`config.mk`:
```
export PLATFORM = sky130hd
export DESIGN_NAME = regbus_arbiter
export DESIGN_NICKNAME = d
export VERILOG_FILES = /design/src/rtl/regbus_arbiter.sv
export SDC_FILE = /design/constraint.sdc
export NUM_CORES = 1
export LEC_CHECK = 0
export CAP_MARGIN = 20
export CORE_ASPECT_RATIO = 0.75
export CORE_MARGIN = 2
export CORE_UTILIZATION = 45
export CTS_CLUSTER_DIAMETER = 80
export CTS_CLUSTER_SIZE = 16
export DETAILED_ROUTE_END_ITERATION = 8
export PLACE_DENSITY = 0.91
export SYNTH_ARGS = -nofsm -noshare
export SYNTH_HDL_FRONTEND = slang
export SYNTH_SLANG_ARGS = --single-unit
```
`constraint.sdc`:
```
create_clock -name clk -period 4.4 [get_ports clk]
set_input_delay 0.88 -clock clk [delete_from_list [all_inputs] [get_ports clk]]
set_output_delay 0.88 -clock clk [all_outputs]
set_load 0.05 [all_outputs]
```
`src/rtl/regbus_arbiter.sv`:
```
`default_nettype none
// ============================================================================
// Module   : regbus_arbiter
// Purpose  : Two-master arbiter onto a single 8-bit slave register bus.
//            Master 0 is the SPI bridge, master 1 the UART command engine.
//            One transaction at a time: IDLE -> ACCESS -> DONE -> IDLE.
//            Ties are round-robin. A master can hold the grant for its next
//            transaction through mX_lock. A busy slave is abandoned after
//            TIMEOUT wait cycles.
// Ports    : clk, rst_n (async, active-low)
//            mX_req/wr/addr/wdata/lock : master request side (X = 0, 1)
//            mX_ack/err/rdata          : master completion side
//            s_en/wr/addr/wdata        : slave bus command
//            s_rdata, s_busy           : slave bus response
// Revision : 1.0 - initial release
// ============================================================================
module regbus_arbiter #(
  parameter logic [7:0] TIMEOUT = 8'd255
) (
  input  logic       clk,
  input  logic       rst_n,
  input  logic       m0_req,
  input  logic       m1_req,
  input  logic       m0_wr,
  input  logic       m1_wr,
  input  logic [2:0] m0_addr,
  input  logic [2:0] m1_addr,
  input  logic [7:0] m0_wdata,
  input  logic [7:0] m1_wdata,
  input  logic       m0_lock,
  input  logic       m1_lock,
  output logic       m0_ack,
  output logic       m1_ack,
  output logic       m0_err,
  output logic       m1_err,
  output logic [7:0] m0_rdata,
  output logic [7:0] m1_rdata,
  output logic       s_en,
  output logic       s_wr,
  output logic [2:0] s_addr,
  output logic [7:0] s_wdata,
  input  logic [7:0] s_rdata,
  input  logic       s_busy
);

  typedef enum logic [1:0] {
    IDLE   = 2'd0,
    ACCESS = 2'd1,
    DONE   = 2'd2
  } state_t;

  state_t     r_state;
  state_t     w_next;

  logic       r_owner;       // 0 = master 0, 1 = master 1
  logic       r_wr;
  logic [2:0] r_addr;
  logic [7:0] r_wdata;
  logic       r_err;
  logic [7:0] r_m0_rdata;
  logic [7:0] r_m1_rdata;
  logic       r_last_grant;
  logic       r_lock_valid;
  logic [7:0] r_wait;

  logic       w_any_req;
  logic       w_grant;
  logic       w_s_en;
  logic       w_timeout;
  logic [7:0] w_cap;

  assign w_any_req = m0_req | m1_req;
  assign w_s_en    = (r_state == ACCESS) && !s_busy;
  assign w_timeout = (r_state == ACCESS) && s_busy && (r_wait == TIMEOUT);
  // Writes return zero so a stale slave value never leaks to the master.
  assign w_cap     = r_wr ? 8'h00 : s_rdata;

  // The locked master is always the last owner, since lock_valid is only
  // ever loaded from the owner's lock input.
  always_comb begin
    w_grant = m1_req;
    if (r_lock_valid && (r_last_grant ? m1_req : m0_req)) begin
      w_grant = r_last_grant;
    end else if (m0_req && m1_req) begin
      w_grant = ~r_last_grant;
    end
  end

  always_ff @(posedge clk or negedge rst_n) begin
    if (!rst_n) begin
      r_state <= IDLE;
    end else begin
      r_state <= w_next;
    end
  end

  always_comb begin
    w_next = r_state;
    case (r_state)
      IDLE:    if (w_any_req) w_next = ACCESS;
      ACCESS:  if (w_s_en || w_timeout) w_next = DONE;
      DONE:    w_next = IDLE;
      default: w_next = IDLE;
    endcase
  end

  always_ff @(posedge clk or negedge rst_n) begin
    if (!rst_n) begin
      r_owner      <= 1'b0;
      r_wr         <= 1'b0;
      r_addr       <= 3'd0;
      r_wdata      <= 8'h00;
      r_err        <= 1'b0;
      r_m0_rdata   <= 8'h00;
      r_m1_rdata   <= 8'h00;
      r_last_grant <= 1'b1;
      r_lock_valid <= 1'b0;
      r_wait       <= 8'd0;
    end else begin
      case (r_state)
        IDLE: begin
          if (w_any_req) begin
            r_owner <= w_grant;
            r_wr    <= w_grant ? m1_wr    : m0_wr;
            r_addr  <= w_grant ? m1_addr  : m0_addr;
            r_wdata <= w_grant ? m1_wdata : m0_wdata;
            r_err   <= 1'b0;
          end
        end
        ACCESS: begin
          if (w_s_en || w_timeout) begin
            r_err <= w_timeout;
            if (r_owner) begin
              r_m1_rdata <= w_timeout ? 8'h00 : w_cap;
            end else begin
              r_m0_rdata <= w_timeout ? 8'h00 : w_cap;
            end
          end else begin
            r_wait <= r_wait + 8'd1;
          end
        end
        DONE: begin
          r_last_grant <= r_owner;
          r_lock_valid <= r_owner ? m1_lock : m0_lock;
          r_wait       <= 8'd0;
        end
        default: begin
        end
      endcase
    end
  end

  assign s_en     = w_s_en;
  assign s_wr     = r_wr;
  assign s_addr   = r_addr;
  assign s_wdata  = r_wdata;

  assign m0_ack   = (r_state == DONE) && !r_owner;
  assign m1_ack   = (r_state == DONE) &&  r_owner;
  assign m0_err   = m0_ack & r_err;
  assign m1_err   = m1_ack & r_err;
  assign m0_rdata = r_m0_rdata;
  assign m1_rdata = r_m1_rdata;

endmodule
`default_nettype wire

```
==> results.json, run 1 <==
{
  "status": "finished clean",
  "setup_viol": 0,
  "p_seq_share_pct": 33.2,
  "ys_async_sr_fraction_pct": 100,
  "fin_area_sq_um": 2730,
  "numPortBuffers": 71,
  "yosysSeqAreaShare_pct": 56.0,
  "power_leakage_nw": 1.18,
  "routedWlPerCell_microns": 14.4,
  "hold_end": "s_wdata[5]",
  "die_area_sq_um": 4720,
  "clk_pin_slew_ns": 0.07,
  "grt_max_degree": 43,
  "cap_violations": 0,
  "clock_skew_ns": 0.00693,
  "clock.fmax_ghz": 0.291,
  "hold_path_depth": 2,
  "cts_resized": 0,
  "final_max_slew_viol_count": 0,
  "ios": 72,
  "grt_pass1_vias": 1527,
  "fin_crit_sh_pct": 78.2,
  "cts_tree": "done",
  "r2r_cells": 4,
  "ant_nets": 0,
  "rsz0062_at_grt": "false",
  "r2r_start": "r_last_grant",
  "wl_mm": 4.22,
  "layout_min_cycle_time_ns": 3.44,
  "clock_sinks": 42,
  "fin_tns_setup_ns": 0,
  "mappedNetlistArea_sq_um": 1880,
  "antenna_found_initial": 0,
  "ys_types": 39,
  "vias_per_cell": 5.29,
  "antenna_cells": 0,
  "grt_pass1_wl_mm": 7.24,
  "dr.pass1.iters": 4,
  "hpwlAfterDp_mm": 3.09,
  "cellInternalPower_mw": 1.05,
  "r2r-end": "s_wr",
  "gp_congestion": 0.799,
  "drt_iter0_drc": 95,
  "place_area_sq_um": 2640,
  "crit_arrival_ns": 2.56,
  "area_growth_pct": 45.0,
  "clockBufferDepth": 2,
  "drc_errors": 0,
  "ys_warn_count": 0,
  "ir_drop_v": 0.000378,
  "syn_inst": 165,
  "endpoint_kind": "output port",
  "p_switching_mw": 0.945,
  "postCtsSetupBuffers": 0,
  "cts_buffers": 5,
  "worstSkewPairLatency_ns": 0.29,
  "core_area_sq_um": 4030,
  "post-route-util_pct": 67.7,
  "crit_required_ns": 3.52,
  "drive_gt1_share_pct": 7.11,
  "ctsHtreeMaxLevel": 2,
  "regToRegSetupSlack_ns": 2.59,
  "cellPowerDensity_nw_per_um2": 731,
  "hold_class": "flop to flop",
  "p_clk_share_pct": 12.8,
  "synthFlopType": "dfrtp_1",
  "path_class": "input port to output port",
  "dieWidth_microns": 78.6,
  "syn_area_per_cell_sq_um": 11.4,
  "hold_start": "s_wdata[5]",
  "via_count": 1555,
  "tightest_slew_ns": 0.905,
  "nets": 278,
  "final-hold-violation-count": 0,
  "start_util_pct": 46.7,
  "track_usage_pct": 20.2,
  "row_count": 20,
  "p_total_mw": 1.99,
  "cp-start-kind": "input port",
  "synth_edf_count": 0,
  "cts_hold_buf": 0,
  "die_y_microns": 60.0,
  "max-slew-margin-rel_pct": 39.7,
  "overflow": 0,
  "critPathMaxFanout": 6,
  "ys_seq_elements": 42,
  "ctsRootBufferMaster": "clkbuf_8",
  "p_sw_share_pct": 47.4,
  "syn-num-nets": 205,
  "combPwrFrac_pct": 54.1
}
layout by cell type (no fill, tap or decap), types with 2 or more instances in the layout:
cell type and instances:
clkbuf_8 6, nand3_1 8, o311ai_0 2, nor2_1 5, nand2b_1 2, o31ai_1 2, a22o_1 14, o21ai_0 18
inv_1 4, mux2i_1 14, o2bb2ai_1 2, nand2_1 19, and3_1 2, dfrtp_1 41, clkdlybuf4s50_1 70, nor3_1 2
o211ai_1 2, o41ai_1 2
synthesized netlist by cell type (2+ instances only):
cell       instances  share of area (%)
o311ai_0           2               0.93
o2bb2ai_1          2               0.93
nor3_1             2               0.53
nand3_1            8                2.1
o41ai_1            2               0.93
nand2b_1           2               0.67
o21ai_0           18                4.8
and3_1             2               0.67
a22o_1            14                6.5
nand2_1           19                3.8
dfrtp_1           41                 55
mux2i_1           14                7.5
o31ai_1            2               0.80
nor2_1             5                1.0
o211ai_1           2               0.80
inv_1              4               0.80
clkbuf_1           4               0.80
worst max path at each step:
stage | cells past startpoint | start | to | slack, ns
2_1_floorplan | 1 | s_busy | s_en | 1.96
3_3_place_gp | 3 | s_busy | s_en | 0.97
3_5_place_dp | 3 | s_busy | s_en | 0.96
4_1_cts | 3 | s_busy | s_en | 0.96
5_1_grt | 3 | s_busy | s_en | 0.89
6_report | 3 | s_busy | s_en | 0.96
logic make-up (layout without fill, tap and decap cells):
family          after synthesis  count (layout)  share of synthesized area, %
compound gates               49              49                          19.2
xor+xnor                      2               2                         0.932
fa+ha+maj                     1               1                         0.665
buf+inv                      10              84                          2.26
flops                        42              42                          56.0
mux                          14              14                          7.45
simple gates                 47              47                          13.5
layout make-up:
type	instances	area, sq um
clock inverters	1	5.00
flip-flops and latches	42	1050
fillers	330	1300
multi-input cells	113	786
clock buffers	7	86.3
repair buffers	72	713
well taps	55	68.8
inverters	4	15.0
layer usage:
layer | track usage (%) | vias up | share of wire [%]
li1 | - | 754 | -
met4 | 6.77 | 0 | 1.1
met1 | 26.6 | 744 | 45
met3 | 7.85 | 7 | 8.3
met5 | 0 | - | 0
met2 | 30.9 | 50 | 46
flip-flops by register name, summed over array words and instances (netlist names):
| name | count |
|---|---|
| r_state | 2 |
| s_addr | 3 |
| r_lock_valid | 1 |
| r_err | 1 |
| s_wr | 1 |
| r_wait | 8 |
| r_owner | 1 |
| s_wdata | 8 |
| r_last_grant | 1 |
| m1_rdata | 8 |
| m0_rdata | 8 |
power by group through the flow:
| stage | logic, mW | registers (mW) | clock network, mW |
|---|---|---|---|
| after floorplan | 0.323 | 1.05 | 0 |
| after global placement | 1.07 | 0.657 | 0 |
| after detailed placement | 1.08 | 0.666 | 0 |
| after CTS | 1.09 | 0.660 | 0.260 |
| after global routing | 1.16 | 0.685 | 0.280 |
| final | 1.08 | 0.662 | 0.254 |
critical path: stages:
cell             delay (ns)
clkdlybuf4s50_1        0.60
nor2_1                 0.24
clkdlybuf4s50_1        0.83
per-stage QoR:
stage	hold slack, ns	worst slack (ns)	std cells
2_1_floorplan	0.469	1.96	165
3_3_place_gp	0.460	0.966	286
3_5_place_dp	0.469	0.957	286
4_1_cts	0.487	0.965	294
5_1_grt	0.518	0.895	294
6_report	0.479	0.959	294
Power figures use the tool's default switching activity.
==> run 2: changes to the inputs <==
--- a/config.mk
+++ b/config.mk
@@ -8,11 +8,11 @@
 export CAP_MARGIN = 20
 export CORE_ASPECT_RATIO = 0.75
 export CORE_MARGIN = 2
-export CORE_UTILIZATION = 45
+export CORE_UTILIZATION = 43
 export CTS_CLUSTER_DIAMETER = 80
 export CTS_CLUSTER_SIZE = 16
 export DETAILED_ROUTE_END_ITERATION = 8
-export PLACE_DENSITY = 0.91
+export PLACE_DENSITY = 0.88
 export SYNTH_ARGS = -nofsm -noshare
 export SYNTH_HDL_FRONTEND = slang
 export SYNTH_SLANG_ARGS = --single-unit
==> constraint.sdc (replaced) <==
create_clock -name clk -period 3.2 [get_ports clk]
set_input_delay 0.64 -clock clk [delete_from_list [all_inputs] [get_ports clk]]
set_output_delay 0.64 -clock clk [all_outputs]
set_load 0.05 [all_outputs]
==> results.json, run 2 (synthesis results as in run 1) <==
{
  "status": "finished clean",
  "regToRegSetupSlack_ns": 1.45,
  "r2r-end": "r_wait[5]",
  "p_clk_share_pct": 12.5,
  "ctsHtreeMaxLevel": 2,
  "rsz0062_at_grt": "false",
  "antenna_cells": 0,
  "drt_iter0_drc": 63,
  "overflow": 0,
  "area_growth_pct": 45.2,
  "final_common_cell": "clkdlybuf4s50_1",
  "clock_skew_ns": 0.00473,
  "row_count": 20,
  "p_seq_share_pct": 33.2,
  "grt_pass1_vias": 1538,
  "core_area_sq_um": 4130,
  "post-route-util_pct": 66.2,
  "endpoint_kind": "output port",
  "ir_drop_v": 0.000528,
  "place_ws_ns": 0.694,
  "cellInternalPower_mw": 1.44,
  "drc_errors": 0,
  "hold_class": "input port to asynchronous set/reset pin",
  "nets": 279,
  "final-hold-violation-count": 0,
  "max-slew-margin-rel_pct": 39.6,
  "layout_min_cycle_time_ns": 2.82,
  "dr.pass1.iters": 4,
  "clk_pin_slew_ns": 0.08,
  "clock_sinks": 42,
  "clockBufferDepth": 2,
  "path_class": "flop to output port",
  "cts_tree": "done",
  "vias_per_cell": 5.17,
  "r2r_cells": 5,
  "postCtsSetupBuffers": 0,
  "ant_nets": 0,
  "cts_hold_buf": 0,
  "cts_resized": 0,
  "crit_required_ns": 2.56,
  "worstSkewPairLatency_ns": 0.28,
  "cts_buffers": 5,
  "die_area_sq_um": 4920,
  "antenna_found_initial": 0,
  "grt_pass1_wl_mm": 7.42,
  "fin_crit_sh_pct": 88.0,
  "start_util_pct": 45.5,
  "cap_violations": 0,
  "wl_mm": 4.37,
  "dieWidth_microns": 80.4,
  "gp_congestion": 0.842,
  "critPathMaxFanout": 12,
  "routedWlPerCell_microns": 14.8,
  "track_usage_pct": 20.0,
  "p_sw_share_pct": 47.3,
  "drive_gt1_share_pct": 7.92,
  "via_count": 1526,
  "numPortBuffers": 71,
  "ctsRootBufferMaster": "clkbuf_8",
  "combPwrFrac_pct": 54.3,
  "final_max_slew_viol_count": 0,
  "ios": 72,
  "cp-start-kind": "flop",
  "tightest_slew_ns": 0.905,
  "cellPowerDensity_nw_per_um2": 1000,
  "grt_max_degree": 43,
  "mostFrequentLayoutCells": "69 x clkdlybuf4s50_1, 41 x dfrtp_1, 19 x nand2_1",
  "die_y_microns": 61.3,
  "p_switching_mw": 1.29,
  "hpwlAfterDp_mm": 3.31,
  "crit_arrival_ns": 2.18,
  "setup_viol": 0,
  "clock.fmax_ghz": 0.355,
  "layout_setup_ws_ns": 0.385,
  "fin_tns_setup_ns": 0,
  "r2r_start": "r_wait[0]",
  "power_leakage_nw": 1.19
}
run 2: cell count changes in the layout (fill, tap and decap cells not counted), sizes merged:
cell           previous run  this run
buf                       2         4
clkdlybuf4s50            70        69
run 2: area by class of cell:
cell class,instances,area [sq um]
clock buffers,7,86.3
well taps,55,68.8
multi-input cells,113,786
flip-flops and latches,42,1050
repair buffers,73,718
clock inverters,1,5.00
fillers,339,1400
inverters,4,15.0
run 2: worst max-delay path: stages, from the launching register on:
cell,delay (ns)
dfrtp_1,0.45
nand2b_1,0.37
nor2_1,0.24
clkdlybuf4s50_1,0.83
run 2: worst max-delay path by stage:
stage	startpoint	to	slack [ns]	cells after the start
2_1_floorplan	r_state[0]	m0_ack	1.13	3
4_1_cts	r_state[0]	m1_ack	0.37	3
3_5_place_dp	r_state[0]	m1_ack	0.69	3
5_1_grt	r_state[0]	m1_ack	0.28	3
3_3_place_gp	r_state[0]	m1_ack	0.80	3
6_report	r_state[0]	m1_ack	0.38	3
run 2: layer usage:
metal / GRT usage, % / share of wire [%] / up-vias
met4: 4.36 / 0.57 / 0
met1: 27.6 / 47 / 708
met5: 0 / 0 / -
li1: - / - / 759
met3: 7.04 / 8.7 / 2
met2: 31.1 / 44 / 57
run 2: power by group through the flow:
| stage | combinational, mW | sequential, mW | clock (mW) |
|---|---|---|---|
| after floorplan | 0.444 | 1.44 | 0 |
| after global placement | 1.48 | 0.904 | 0 |
| after detailed placement | 1.50 | 0.916 | 0 |
| after CTS | 1.50 | 0.909 | 0.354 |
| after global routing | 1.59 | 0.942 | 0.380 |
| final | 1.49 | 0.908 | 0.343 |
run 2: per-stage QoR:
stage,hold WS (ns),cells,instance area (sq um),power (mW)
finish,0.481,295,2730,2.74
global route,0.514,295,2730,2.91
CTS,0.487,295,2730,2.76
detailed placement,0.470,287,2640,2.41
global placement,0.461,287,2640,2.38
floorplan,0.344,165,1880,1.89
==> RTL change 1 (settings of run 1) <==
Register the outputs `m0_err` and `m1_err`, without a reset; this adds one clock of latency there. The other outputs are not delayed to match.
--- a/src/rtl/regbus_arbiter.sv
+++ b/src/rtl/regbus_arbiter.sv
@@ -159,4 +159,6 @@
   assign m1_ack   = (r_state == DONE) &&  r_owner;
-  assign m0_err   = m0_ack & r_err;
-  assign m1_err   = m1_ack & r_err;
+  always_ff @(posedge clk) begin
+    m0_err <= m0_ack & r_err;
+    m1_err <= m1_ack & r_err;
+  end
   assign m0_rdata = r_m0_rdata;
Formal check against the unedited RTL: no difference found for any inputs over 10 cycles, from zero or initial values and one cycle with rst_n low; that may be too few to reach the edited logic, so the function may still have changed.
==> RTL change 1 against run 1 <==
  * Die area rose by 2.0%
  * Cell area rose by 2.4%
  * Clock power up 22%
  * Total power grew 3.7%
  * Sequential share of layout area rose by 0.53 points
  * Global-route usage decreased by 0.99 points
  * Count of clock-buffer cells in the layout decreased by 2
  * Maximum frequency rose by 0.83%
  * Wire length up 2.6%
  * Sequential cell count is 2 higher
  * Synthesized area is 2.1% higher
  * Clock skew down 0.00089 ns
  * Setup slack improved by 0.028 ns
  * Critical path type unchanged
  * Largest power group unchanged
==> RTL change 1: results (changes against run 1) <==
| Metric | Value |
|---|---|
| Dpl cells | 288 (+0.70%) |
| Layout cells sized above 1 | 0.0747 (+0.00356) |
| Synthesized Nets | 207 (+0.98%) |
| Fillcell total | 317 (-3.9%) |
| WL final | 4330 um (+2.6%) |
| Vias in the first global route | 1,468 (-3.9%) |
| GR Util All Layers | 0.192 (-0.00994) |
| Final GP Congestion | 0.798 (about the same) |
| Clock skew | 0.00604 ns (-0.000891 ns) |
| Iter 0 DRT Violations | 145 (+53%) |
| CP arrival | 2.53 ns (-0.03 ns) |
| Most frequent cells after synthesis | 41 x dfrtp_1, 19 x nand2_1, 18 x o21ai_0 |
| Post-DP HPWL | 3200 um (+3.5%) |
| Met2 Usage GRT | 0.301 (-0.00759) |
| Critical-path top delay cell | clkdlybuf4s50_1 |
| Ys async rst share | 0.955 (-0.0455) |
| Sequential element share of the synthesized area | 0.569 (+0.00918) |
| Met3 usage | 0.0580 (-0.0205) |
| Met1 global-route usage | 0.263 (-0.00320) |
| Status | finished clean |
| Library cells used by synthesis | 40 (+2.6%) |
| Final cell count without fillers | 296 (+0.68%) |
| VDD IR max | 0.000417 V (+10%) |
| # nets final | 280 (+0.72%) |
| Htree depth | 2 (unchanged) |
| Static Leak | 1.21 nW (+2.2%) |
| Syn_area_per_cell | 11.5 um2 (+0.91%) |
| First-pass GRT wire length | 7090 um (-2.1%) |
| Synth top area cells | dfrtp_1 53%, mux2i_1 7.3%, a22o_1 6.4% |
| Main synth FF type | dfrtp_1 |
| Vias | 1,579 (+1.5%) |
| Actual slew at the worst max-slew pin | 0.908 ns (+0.00319 ns) |
-- RTL change 1: cell type report --
cell class              count  area share
flip-flops and latches     44       0.391
multi-input cells         113       0.281
repair buffers             72       0.255
clock buffers               5      0.0247
well taps                  55      0.0247
clock inverters             3      0.0170
inverters                   4     0.00538
-- RTL change 1: final timing paths --
| check | start | endpoint | cells after the start | slack (ns) |
|---|---|---|---|---|
| worst max-delay path | s_busy | s_en | 3 | 0.99 |
| worst min-delay path | s_wdata[6] | s_wdata[6] | 2 | 0.48 |
| worst max register to register | r_last_grant | s_wdata[2] | 4 | 2.61 |
| worst min register to register | s_wdata[6] | s_wdata[6] | 2 | 0.48 |
| max in group asynchronous | rst_n | s_addr[2] | 1 | 3.11 |
| min in group asynchronous | rst_n | r_wait[5] | 1 | 0.71 |
-- RTL change 1: layer usage --
layer / vias to the layer above / routed length [um] / part of all wire
met5: - / 0 / 0
met4: 0 / 8 / 0.0018
met3: 2 / 342 / 0.079
met2: 65 / 2040 / 0.47
met1: 748 / 1940 / 0.45
li1: 764 / - / -
-- RTL change 1: metrics by stage --
step                       util  worst slack, ns  cell area [um2]  hold slack (ns)  total power, mW
after detailed placement  0.656             1.01             2680            0.472             1.77
after CTS                 0.684             1.00             2790            0.491             2.08
final                     0.684            0.987             2790            0.483             2.07
after global routing      0.684            0.962             2790            0.508             2.18
after global placement    0.656             1.02             2680            0.460             1.74
after floorplan               -             1.96             1920            0.469             1.39
-- RTL change 1: report_power, final --
part / leakage, nW / total (mW) / internal [mW] / switching (mW)
Sequential: 0.553 / 0.679 / 0.559 / 0.120
Clock: 0.0583 / 0.311 / 0.171 / 0.140
Combinational: 0.595 / 1.08 / 0.381 / 0.697
Total: 1.21 / 2.07 / 1.11 / 0.957
-- RTL change 1: cells by family (layout without fill, tap and decap cells) --
family,Yosys count,after routing,synth area share
AOI/OAI and AO/OA,49,49,0.188
and+or+nand+nor,47,47,0.132
DFF,44,44,0.569
muxes,14,14,0.0730
buffers and inverters,10,84,0.0221
xor gates and xnor gates,2,2,0.00912
adders and majority gates,1,1,0.00651
-- RTL change 1: tightest hold or removal path, cell delays in order (launching register included) --
cell	delay (ns)
dfrtp_1	0.35
nand2_1	0.04
o21ai_0	0.06
==> RTL change 2 (flow settings as in run 1) <==
Made on the original files. Change the parameter `TIMEOUT` from 8'd255 to 8'd127.
--- a/src/rtl/regbus_arbiter.sv
+++ b/src/rtl/regbus_arbiter.sv
@@ -17,3 +17,3 @@
 module regbus_arbiter #(
-  parameter logic [7:0] TIMEOUT = 8'd255
+  parameter logic [7:0] TIMEOUT = 8'd127
 ) (
Function: same outputs for any inputs over 10 cycles, from zero or initial values and one cycle with rst_n low; that may be too few to reach the edited logic, so the function may still have changed.
==> RTL change 2 against run 1 <==
  * Via count fell by 1.4%
  * Combinational power decreased by 6%
  * Worst hold slack gained 0.0020 ns
  * Total power is 5.8% lower
  * Clock power is 10% lower
  * Setup slack improved by 0.21 ns
  * Clock skew is 0.0027 ns lower
  * Cell area shrank 1.4%
  * Synthesized area down 1.2%
  * Critical path depth stayed put
  * Sequential cell count unchanged
  * First-iteration DRC count grew 9.5%
  * Core utilization fell by 0.51 points
  * Wire length is 2.6% lower
  * Critical endpoint unchanged
  * Highest routed layer unchanged
==> RTL change 2: results (changes against run 1) <==
| Metric | Value |
|---|---|
| CP Max Fanout | 6 (unchanged) |
| VDD IR max | 0.000347 V (-8.3%) |
| CP arrival | 2.35 ns (-0.21 ns) |
| Multi-input gate count | 113 (unchanged) |
| Dpl cells | 284 (-0.70%) |
| Final GP Congestion | 0.772 (-3.3%) |
| Met2 Usage GRT | 0.308 (-0.00103) |
| Post-CTS Resized | 0 (unchanged) |
| Sequential element share of the synthesized area | 0.566 (+0.00678) |
| Critical-path top delay cell | clkdlybuf4s50_1 |
| Highest routed metal layer | met4 |
| Max incr delay on CP | 0.81 ns (-0.02 ns) |
| Final cell count without fillers | 291 (-1.0%) |
| Static Leak | 1.17 nW (-1.3%) |
| Met1 global-route usage | 0.243 (-0.0237) |
| Actual slew at the worst max-slew pin | 0.944 ns (+0.0396 ns) |
| Syn_area_per_cell | 11.4 um2 (about the same) |
| Clock buffers | 5 (-2) |
| Synth warnings | 0 (unchanged) |
| Register share of the cell area | 0.391 (+0.00539) |
| Largest net degree at the start of global routing | 43 (unchanged) |
| M1 WL | 1880 um (-1.0%) |
| Buffers on Ports | 71 (unchanged) |
| Clock skew | 0.00422 ns (-0.00272 ns) |
| WL met3 | 297 um (-16%) |
| Synth top area cells | dfrtp_1 55%, a22o_1 8.0%, mux2i_1 7.5% |
| GR Util All Layers | 0.191 (-0.0113) |
| Final-layout non-clock buffer area share | 0.268 (+0.00644) |
| Post-route cell area | 0.00269 mm2 (-1.4%) |
| Clock latency on the worst-skew pair | 0.29 ns (about the same) |
| Clock-cell share of area | 0.0293 (-0.00419) |
| CTS max path bufs | 2 (unchanged) |
| Multi-input gate area | 764 um2 (-2.7%) |
| Synthesis-stage register bit count | 42 (unchanged) |
| WL final | 4110 um (-2.6%) |
| Library cells used by synthesis | 34 (-13%) |
| Invs w/o clock | 1 (-3) |
| Met3 usage | 0.0544 (-0.0242) |
| Most frequent cells after synthesis | 41 x dfrtp_1, 18 x nand2_1, 17 x a22o_1 |
| Placed Area | 0.00261 mm2 (-0.95%) |
| Post-synth EDFFs | 0 (unchanged) |
| Layout cells sized above 1 | 0.0551 (-0.0160) |
| Status | finished clean |
| First-pass GRT wire length | 6770 um (-6.5%) |
| Iter 0 DRT Violations | 104 (+9.5%) |
| Synth-to-layout area growth | 44.7% |
| Fillcell total | 308 (-6.7%) |
| Initial antenna violation count | 0 (unchanged) |
| Synthesized Nets | 203 (-0.98%) |
| Ys async rst share | 1.00 (unchanged) |
| Met2 wire length | 1860 um (-3.5%) |
| Vias in the first global route | 1,506 (-1.4%) |
| Avg Vias per Cell | 5.27 (-0.40%) |
| Htree depth | 2 (unchanged) |
| Non-clk bufs | 73 (+1.4%) |
| # nets final | 276 (-0.72%) |
| Worst hold path type | register to register |
| Post-DP HPWL | 3090 um (-0.26%) |
| Place WS | 1.17 ns (+0.210 ns) |
==> RTL change 2: cell types whose count changed after synthesis, sizes merged, moves of 3 or more <==
cell   delta
nand3     -6
inv       -3
a22o      +3
nor2      +3
o21ai     -4
==> RTL change 2: power breakdown <==
group,internal [mW],switching (mW)
combinational,0.368,0.640
clock,0.106,0.122
sequential,0.533,0.110
total,1.01,0.871
==> RTL change 2: logic make-up after synthesis <==
logic type | synth area share
and+or+nand+nor | 0.135
AOI/OAI and AO/OA | 0.173
DFF | 0.566
muxes | 0.0754
buffers and inverters | 0.0242
xor gates and xnor gates | 0.0189
adders and majority gates | 0.00673
==> RTL change 2: worst paths after layout <==
path	startpoint	endpoint	slack [ns]	cells after the start
max	s_busy	s_en	1.17	3
min in group asynchronous	rst_n	r_lock_valid	0.71	1
max reg2reg	r_wait[0]	m1_rdata[6]	2.48	5
max in group asynchronous	rst_n	r_wait[3]	3.14	1
min	s_addr[2]	s_addr[2]	0.48	2
min reg2reg	s_addr[2]	s_addr[2]	0.48	2
